--- src/rtl/rfdc_nco_seq_pkg.sv ---
`default_nettype none
// ============================================================================
// Module      : rfdc_nco_seq_pkg
// Description : Shared types and constants for the RFDC NCO reset sequencer:
//               FSM state encoding and counter widths.
// Ports       : none (package)
// Options     : none
// Revision    : 1.0 - initial release
// ============================================================================
package rfdc_nco_seq_pkg;

  // Sequencer FSM states, 3-bit encoding.
  typedef enum logic [2:0] {
    IDLE     = 3'd0,
    SYNC     = 3'd1,
    ASSERT   = 3'd2,
    WAIT_ACK = 3'd3,
    DONE     = 3'd4
  } seq_state_t;

  // Counter widths.
  localparam int SREF_CNT_W = 4;   // SYSREF skip counter (1..15)
  localparam int REQ_CNT_W  = 8;   // request hold counter (1..255)
  localparam int TMO_CNT_W  = 16;  // ack timeout counter

endpackage : rfdc_nco_seq_pkg
`default_nettype wire

--- src/rtl/rfdc_seq_down_counter.sv ---
`default_nettype none
// ============================================================================
// Module      : rfdc_seq_down_counter
// Description : Loadable down-counter that saturates at zero and flags the
//               terminal count (value == 1). Load has priority over
//               decrement.
// Ports       : clk, rst          - clock, synchronous active-high reset
//               i_load, i_load_val - load strobe and value
//               i_dec              - decrement enable (no effect at zero)
//               o_tc               - high while the count equals 1
// Options     : none
// Revision    : 1.0 - initial release
// ============================================================================
module rfdc_seq_down_counter #(
  parameter int WIDTH = 8
) (
  input  logic             clk,
  input  logic             rst,
  input  logic             i_load,
  input  logic [WIDTH-1:0] i_load_val,
  input  logic             i_dec,
  output logic             o_tc
);

  logic [WIDTH-1:0] r_count;

  always_ff @(posedge clk) begin
    if (rst) begin
      r_count <= '0;
    end else if (i_load) begin
      r_count <= i_load_val;
    end else if (i_dec && (r_count != '0)) begin
      r_count <= r_count - WIDTH'(1);
    end
  end

  assign o_tc = (r_count == WIDTH'(1));

endmodule : rfdc_seq_down_counter
`default_nettype wire

--- src/rtl/rfdc_nco_reset_seq.sv ---
`default_nettype none
// ============================================================================
// Module      : rfdc_nco_reset_seq
// Description : Sequences a SYSREF-aligned NCO reset across the enabled RFDC
//               tiles. A start strobe arms the sequencer, SYSREF_WAIT SYSREF
//               strobes are counted, then every enabled tile request is held
//               for REQ_CYCLES clocks. The sequencer then waits for all
//               enabled acks (or a timeout) and reports done / error levels.
// Ports       : clk, rst          - control clock, synchronous active-high rst
//               start_nco_reset   - one-cycle start strobe (ignored when busy)
//               sysref_stb        - one-cycle SYSREF strobe, clk domain
//               tile_nco_rst_req  - per-tile reset request
//               tile_nco_rst_ack  - per-tile reset-complete level
//               nco_reset_done    - last sequence finished
//               nco_reset_err     - last sequence timed out
//               seq_busy          - FSM is not idle
//               seq_count         - completed sequences (optional)
//               timeout_count     - timed-out sequences, saturating (optional)
// Options     : RFDC_NCO_SEQ_STATUS_CNT_EN adds seq_count / timeout_count.
// Revision    : 1.0 - initial release
// ============================================================================
module rfdc_nco_reset_seq
  import rfdc_nco_seq_pkg::*;
#(
  parameter int                   NUM_TILES      = 4,
  parameter logic [NUM_TILES-1:0] TILE_MASK      = {NUM_TILES{1'b1}},
  parameter int                   SYSREF_WAIT    = 2,
  parameter int                   REQ_CYCLES     = 8,
  parameter int                   TIMEOUT_CYCLES = 65535
) (
  input  logic                 clk,
  input  logic                 rst,
  input  logic                 start_nco_reset,
  input  logic                 sysref_stb,
  output logic [NUM_TILES-1:0] tile_nco_rst_req,
  input  logic [NUM_TILES-1:0] tile_nco_rst_ack,
  output logic                 nco_reset_done,
  output logic                 nco_reset_err,
  output logic                 seq_busy
`ifdef RFDC_NCO_SEQ_STATUS_CNT_EN
  ,
  output logic [15:0]          seq_count,
  output logic [7:0]           timeout_count
`endif
);

  localparam logic [SREF_CNT_W-1:0] c_sref_load = SREF_CNT_W'(SYSREF_WAIT);
  localparam logic [REQ_CNT_W-1:0]  c_req_load  = REQ_CNT_W'(REQ_CYCLES);
  localparam logic [TMO_CNT_W-1:0]  c_tmo_last  = TMO_CNT_W'(TIMEOUT_CYCLES - 1);

  seq_state_t r_state, w_state_nxt;

  logic [NUM_TILES-1:0] r_req, w_req_nxt;
  logic r_done, w_done_nxt;
  logic r_err,  w_err_nxt;
  logic r_busy;

  logic w_sref_load, w_sref_dec, w_sref_tc;
  logic w_req_load,  w_req_dec,  w_req_tc;

  logic [TMO_CNT_W-1:0] r_tmo_cnt;
  logic w_tmo_clr, w_tmo_inc;

  logic w_acks_ok;
  logic w_tmo_hit;
  logic w_done_entry;
  logic w_timeout;

  // Acks from masked-off tiles are forced to look complete.
  assign w_acks_ok = ((tile_nco_rst_ack & TILE_MASK) == TILE_MASK);
  assign w_tmo_hit = (r_tmo_cnt == c_tmo_last);

  // --------------------------------------------------------------------------
  // Counters
  // --------------------------------------------------------------------------
  rfdc_seq_down_counter #(
    .WIDTH (SREF_CNT_W)
  ) u_sref_cnt (
    .clk        (clk),
    .rst        (rst),
    .i_load     (w_sref_load),
    .i_load_val (c_sref_load),
    .i_dec      (w_sref_dec),
    .o_tc       (w_sref_tc)
  );

  rfdc_seq_down_counter #(
    .WIDTH (REQ_CNT_W)
  ) u_req_cnt (
    .clk        (clk),
    .rst        (rst),
    .i_load     (w_req_load),
    .i_load_val (c_req_load),
    .i_dec      (w_req_dec),
    .o_tc       (w_req_tc)
  );

  // Timeout up-counter, saturating at all-ones.
  always_ff @(posedge clk) begin
    if (rst) begin
      r_tmo_cnt <= '0;
    end else if (w_tmo_clr) begin
      r_tmo_cnt <= '0;
    end else if (w_tmo_inc && (r_tmo_cnt != '1)) begin
      r_tmo_cnt <= r_tmo_cnt + TMO_CNT_W'(1);
    end
  end

  // --------------------------------------------------------------------------
  // FSM: state and registered outputs
  // --------------------------------------------------------------------------
  always_ff @(posedge clk) begin
    if (rst) begin
      r_state <= IDLE;
      r_req   <= '0;
      r_done  <= 1'b0;
      r_err   <= 1'b0;
      r_busy  <= 1'b0;
    end else begin
      r_state <= w_state_nxt;
      r_req   <= w_req_nxt;
      r_done  <= w_done_nxt;
      r_err   <= w_err_nxt;
      // Busy is registered from the next state so it tracks the state register.
      r_busy  <= (w_state_nxt != IDLE);
    end
  end

  always_comb begin
    w_state_nxt  = r_state;
    w_req_nxt    = r_req;
    w_done_nxt   = r_done;
    w_err_nxt    = r_err;
    w_sref_load  = 1'b0;
    w_sref_dec   = 1'b0;
    w_req_load   = 1'b0;
    w_req_dec    = 1'b0;
    w_tmo_clr    = 1'b0;
    w_tmo_inc    = 1'b0;
    w_done_entry = 1'b0;
    w_timeout    = 1'b0;

    case (r_state)
      IDLE: begin
        w_req_nxt = '0;
        // A SYSREF coincident with start is not counted: the load wins.
        if (start_nco_reset) begin
          w_state_nxt = SYNC;
          w_done_nxt  = 1'b0;
          w_err_nxt   = 1'b0;
          w_sref_load = 1'b1;
        end
      end

      SYNC: begin
        if (sysref_stb) begin
          w_sref_dec = 1'b1;
          if (w_sref_tc) begin
            w_state_nxt = ASSERT;
            w_req_nxt   = TILE_MASK;
            w_req_load  = 1'b1;
          end
        end
      end

      ASSERT: begin
        // Entered with the counter at REQ_CYCLES; leaving on the cycle it
        // reads 1 gives exactly REQ_CYCLES cycles of request.
        if (w_req_tc) begin
          w_state_nxt = WAIT_ACK;
          w_req_nxt   = '0;
          w_tmo_clr   = 1'b1;
        end else begin
          w_req_dec = 1'b1;
        end
      end

      WAIT_ACK: begin
        // Done and error are raised on the DONE entry edge itself.
        if (w_acks_ok) begin
          w_state_nxt  = DONE;
          w_done_nxt   = 1'b1;
          w_done_entry = 1'b1;
        end else if (w_tmo_hit) begin
          w_state_nxt  = DONE;
          w_done_nxt   = 1'b1;
          w_err_nxt    = 1'b1;
          w_done_entry = 1'b1;
          w_timeout    = 1'b1;
        end else begin
          w_tmo_inc = 1'b1;
        end
      end

      DONE: begin
        w_state_nxt = IDLE;
      end

      default: begin
        w_state_nxt = IDLE;
        w_req_nxt   = '0;
      end
    endcase
  end

  assign tile_nco_rst_req = r_req;
  assign nco_reset_done   = r_done;
  assign nco_reset_err    = r_err;
  assign seq_busy         = r_busy;

  // --------------------------------------------------------------------------
  // Optional status counters
  // --------------------------------------------------------------------------
`ifdef RFDC_NCO_SEQ_STATUS_CNT_EN
  logic [15:0] r_seq_count;
  logic [7:0]  r_timeout_count;

  always_ff @(posedge clk) begin
    if (rst) begin
      r_seq_count     <= '0;
      r_timeout_count <= '0;
    end else begin
      if (w_done_entry) begin
        r_seq_count <= r_seq_count + 16'd1;  // wraps by design
      end
      if (w_timeout && (r_timeout_count != 8'hFF)) begin
        r_timeout_count <= r_timeout_count + 8'd1;
      end
    end
  end

  assign seq_count     = r_seq_count;
  assign timeout_count = r_timeout_count;
`else
  // Without the status counters these strobes have no consumer.
  logic w_unused_status;
  assign w_unused_status = w_done_entry ^ w_timeout;
`endif

endmodule : rfdc_nco_reset_seq
`default_nettype wire
--- config.mk ---
export PLATFORM = sky130hd
export DESIGN_NAME = rfdc_nco_reset_seq
export DESIGN_NICKNAME = d
export VERILOG_FILES = /design/src/rtl/rfdc_nco_seq_pkg.sv /design/src/rtl/rfdc_seq_down_counter.sv /design/src/rtl/rfdc_nco_reset_seq.sv
export SDC_FILE = /design/constraint.sdc
export NUM_CORES = 1
export LEC_CHECK = 0
export BUFFER_PORTS_ARGS = -buffer_cell sky130_fd_sc_hd__buf_2
export CAP_MARGIN = 10
export CORE_ASPECT_RATIO = 0.7
export CORE_MARGIN = 2
export CORE_UTILIZATION = 40
export CTS_BUF_LIST = sky130_fd_sc_hd__clkbuf_16
export DETAILED_ROUTE_END_ITERATION = 16
export GPL_TIMING_DRIVEN = 0
export PLACE_DENSITY = 0.55
export SYNTH_ARGS = -nofsm -noshare
export SYNTH_HDL_FRONTEND = slang
export SYNTH_HIERARCHICAL = 1
export SYNTH_SLANG_ARGS = --single-unit
--- constraint.sdc ---
create_clock -name clk -period 3.5 [get_ports clk]
set_input_delay 0 -clock clk [delete_from_list [all_inputs] [get_ports clk]]
set_output_delay 0 -clock clk [all_outputs]
set_load 0.005 [all_outputs]
==> results <==
- Of all flip-flops after synthesis, the portion carrying an async set or reset was 0%.
- The required time of the worst setup path is around 3.6 ns.
- The synthesized design contains 35 register bits.
- In the final routed layout, each cell accounts on average for 12.3 um.
- The number of enable-type register cells in the synthesized netlist is 0.
- OpenSTA, run right after detailed placement, puts the worst setup slack at roughly 0.73 ns.
- The startpoint of the tightest hold check path is rst.
- The maximum clock frequency is about 360 MHz.
- Clock-pin slew was measured on the worst setup and hold paths at approximately 0.050 ns.
- The flow ran to the end, and the final reports show no timing, DRC or antenna violations.
- The number of clock sinks seen by CTS is 35.
- Setup repair after global routing left no endpoint under its margin.
- For this design the ratio of total power to cell area is roughly 370 mW/mm^2.
- Global routing used 15.9% of the available tracks across all layers.
- For this run the aggregate overflow at the end of global routing stands at 0.
- Summing over every cut layer, the via total after detailed routing is 1740.
- The hold violation count in the final report is 0.
- The cell at the root of the clock tree is sky130_fd_sc_hd__clkbuf_16.
- The HPWL after detailed placement is just over 3000 um.
- Counting I/O delays and the setup requirement, the final critical path takes ~2.8 ns.
- Routability-driven placement finished with a final weighted congestion of 0.761.
- The count of buffers added on input and output ports is 14.
- The H-tree depth reported by CTS is 2.
- The number of global-route vias before repair was approximately 1600.
- The final setup skew is approximately 0.0033 ns.
- The synthesized cell area is between 0.002 and 0.0025 mm^2.
- The cell area after layout is approximately 0.0025 mm^2.
- The die extent in x is 91.7 um.
- The maximum buffer depth of the clock tree is 2.
- The most used flip-flop cell after synthesis is sky130_fd_sc_hd__dfxtp_1.
- Entering global routing, the biggest net connects 16 pins.
- Summing all placed instances gives a cell area of 0.00235 mm^2.
- The number of buffers created by CTS is 5.
- Setup slack on the worst reg-to-reg path comes out at around 0.71 ns.
- The clock insertion delay at the later pin of the skew report is between 0.2 and 0.3 ns.
- The worst-case reg-to-reg path depth is 7.
- The die covers 0.00599 mm^2.
- The class of the most critical setup path is flip-flop to flip-flop.
- The total area of sequential cells is around 700 um^2.
- The maximum vdd drop is 0.000192 V.
- The post-route netlist has approximately 17% of its cells at a drive strength greater than 1.
- The number of instances on the worst hold path is 2.
- The clock tree from TritonCTS is yes.
- The number of placed instances, taps included, is around 340.
- From synthesis to final layout, the design area changed by 15.5%.
- The first global-routing pass estimated approximately 7600 um of wire.
- STA classifies the critical path startpoint as a flip-flop.
- The number of setup buffers added after CTS is 0.
- The relative max-transition margin is between 40% and 50%.
- During I/O placement, the number of pins put on the boundary was 15.
- The terminus of the critical flop-to-flop path is u_req_cnt/r_count[5].
- In the synthesized netlist, the number of instances is 243.
- The post-detailed-route DRC marker count is 0.
- In the finished design, the share of the clock period the worst path needs comes to between 70% and 80%.
- The count of max-cap constraint violations is 0.
- The starting density of the core is around two fifths.
- The critical path data arrival time is a little under 3 ns.
- Counting the fill cells in the layout gives approximately 510.
- For this run, the number of Yosys warnings is 6.
- The library cell used most frequently in the layout, excluding fill and tap cells, is sky130_fd_sc_hd__dfxtp_1.
- Of the synthesized area, sequential elements account for 32.6%.
- The worst setup path is captured at a flip-flop.
- Before antenna repair, the detailed router went through 4 iterations.
- 0 antenna diodes ended up in the layout.
- In the layout the commonest cells are sky130_fd_sc_hd__dfxtp_1 (35), sky130_fd_sc_hd__nor2_1 (33), sky130_fd_sc_hd__buf_2 (18).
- The finished layout holds 347 standard cells, fillers aside.
- The routed via count divided by cell count is ~5.
- In this design, the stage delay of the slowest critical-path cell is 0.61 ns.
- In the final design database the tool counted 289 nets.
- The utilization after layout is a little under half.
- The largest individual stage delay along the critical path comes from the cell sky130_fd_sc_hd__nor4b_1.
- In this run the vertical extent of the chip is 65.4 um.
- The number of slew-limit violations in the final report was 0.
- In this run the core area contains 22 standard-cell rows.
- Buffers inserted to repair hold after CTS numbered 0.
- The number of gates resized after CTS was 0.
- The core region is roughly 0.0052 mm^2.
- The number of distinct library cell variants in the gate-level netlist after synthesis is about 60.
- The tightest hold path in the finished design has a slack of between 0.08 and 0.09 ns.
- The endpoint with the worst hold slack is nco_reset_err.
- The worst path meets setup with just over 0.7 ns of slack.
- The multi-input logic area is around 0.0014 mm^2.
- Walking the worst path, the cells encountered are or4_4, nor4b_1, nor3_1, or3b_2, a21oi_1, and4_1, a2111oi_0.
- At the pin with the least slew margin, the transition time is approximately 0.80 ns.
- The largest fanout of any net on the critical path is 5.
- The mean instance size in the synthesized netlist is a little under 9 um^2.
- The number of DRC markers in iteration 0 is between 100 and 150.
- The detail route stage leaves a number of antenna-violating nets equal to 0.
- The count of final setup violators is 0.
- The leakage dissipation is between 0.9 and 1 nW.
- The setup total negative slack is 0 ns.
- The routed design has around 4300 um of wire.
- The initial antenna violation count is 0.
- The design draws around 0.9 mW.
- The origin of the critical flop-to-flop path is u_req_cnt/r_count[3].
- The min-delay analysis places its worst path in the category input port to flip-flop.
critical path, delay by kind of cell (launching register included):
kind            cells  cell delay, ns
simple gates        5            1.94
compound gates      2            0.36
flops               1            0.35
Yosys cell counts, drive strengths merged (2+ instances only):
cell / count / area, um^2
a2111oi: 5 / 75.1
a211oi: 8 / 65.1
a21oi: 6 / 30.0
a311oi: 3 / 26.3
and2: 3 / 20.0
and3: 2 / 13.8
and4: 7 / 63.8
buf: 10 / 65.1
clkbuf: 4 / 18.8
conb: 2 / 7.51
dfxtp: 35 / 701
ha: 7 / 87.6
inv: 14 / 52.6
nand2: 10 / 37.5
nand2b: 2 / 12.5
nand3: 6 / 30.0
nand3b: 2 / 15.0
nand4: 8 / 80.1
nor2: 33 / 124
nor2b: 7 / 43.8
nor3: 7 / 46.3
nor3b: 3 / 22.5
nor4: 13 / 118
nor4b: 4 / 35.0
o21ai: 4 / 20.0
o31ai: 2 / 15.0
or3b: 2 / 20.0
xnor2: 14 / 123
xor2: 3 / 26.3
layout make-up:
cell class | instances | area share (%)
repair buffers | 14 | 2.82
multi-input cells | 190 | 54.4
flip-flops and latches | 35 | 28.2
well taps | 72 | 3.62
clock inverters | 3 | 0.453
clock buffers | 5 | 5.03
inverters | 14 | 2.11
plain buffers | 14 | 3.37
worst max-delay path by stage:
stage                           end  slack, ns            startpoint  cells after the start
6_report       u_req_cnt/r_count[5]       0.71  u_req_cnt/r_count[3]                      7
4_1_cts        u_req_cnt/r_count[5]       0.65  u_req_cnt/r_count[3]                      7
3_5_place_dp           r_tmo_cnt[7]       0.73  u_req_cnt/r_count[3]                      6
3_3_place_gp           r_tmo_cnt[5]       0.72  u_req_cnt/r_count[3]                      6
5_1_grt        u_req_cnt/r_count[5]       0.44  u_req_cnt/r_count[3]                      7
2_1_floorplan  u_req_cnt/r_count[5]       1.10  u_req_cnt/r_count[3]                      7
report_power, final:
part | internal [mW] | switching (mW)
Combinational | 0.0389 | 0.0526
Sequential | 0.409 | 0.00829
Clock | 0.256 | 0.153
logic make-up (layout without fill, tap and decap cells):
family / count (synthesis) / count (layout) / synth area share (%)
AND/OR/NAND/NOR: 115 / 115 / 34.2
adder cells (fa/ha/maj): 7 / 7 / 4.07
other: 2 / 12 / 0.349
XOR/XNOR: 17 / 17 / 6.92
AO/OA/AOI/OAI: 37 / 37 / 14.4
flip-flops: 35 / 35 / 32.6
multiplexers: 2 / 2 / 1.16
buffers and inverters: 28 / 50 / 6.34
registers in the layout, indices dropped and copies added (netlist names):
signal	cells
r_tmo_cnt	16
seq_busy	1
tile_nco_rst_req	1
r_state	3
u_sref_cnt/r_count	4
nco_reset_err	1
u_req_cnt/r_count	8
nco_reset_done	1
per-layer routing:
layer,up-vias,track usage (%),share of wire [%]
met5,-,0,0
met2,26,21.8,37
li1,933,-,-
met3,4,4.36,3.9
met4,0,4.55,0.87
met1,777,24.1,58
Power figures use the tool's default switching activity.
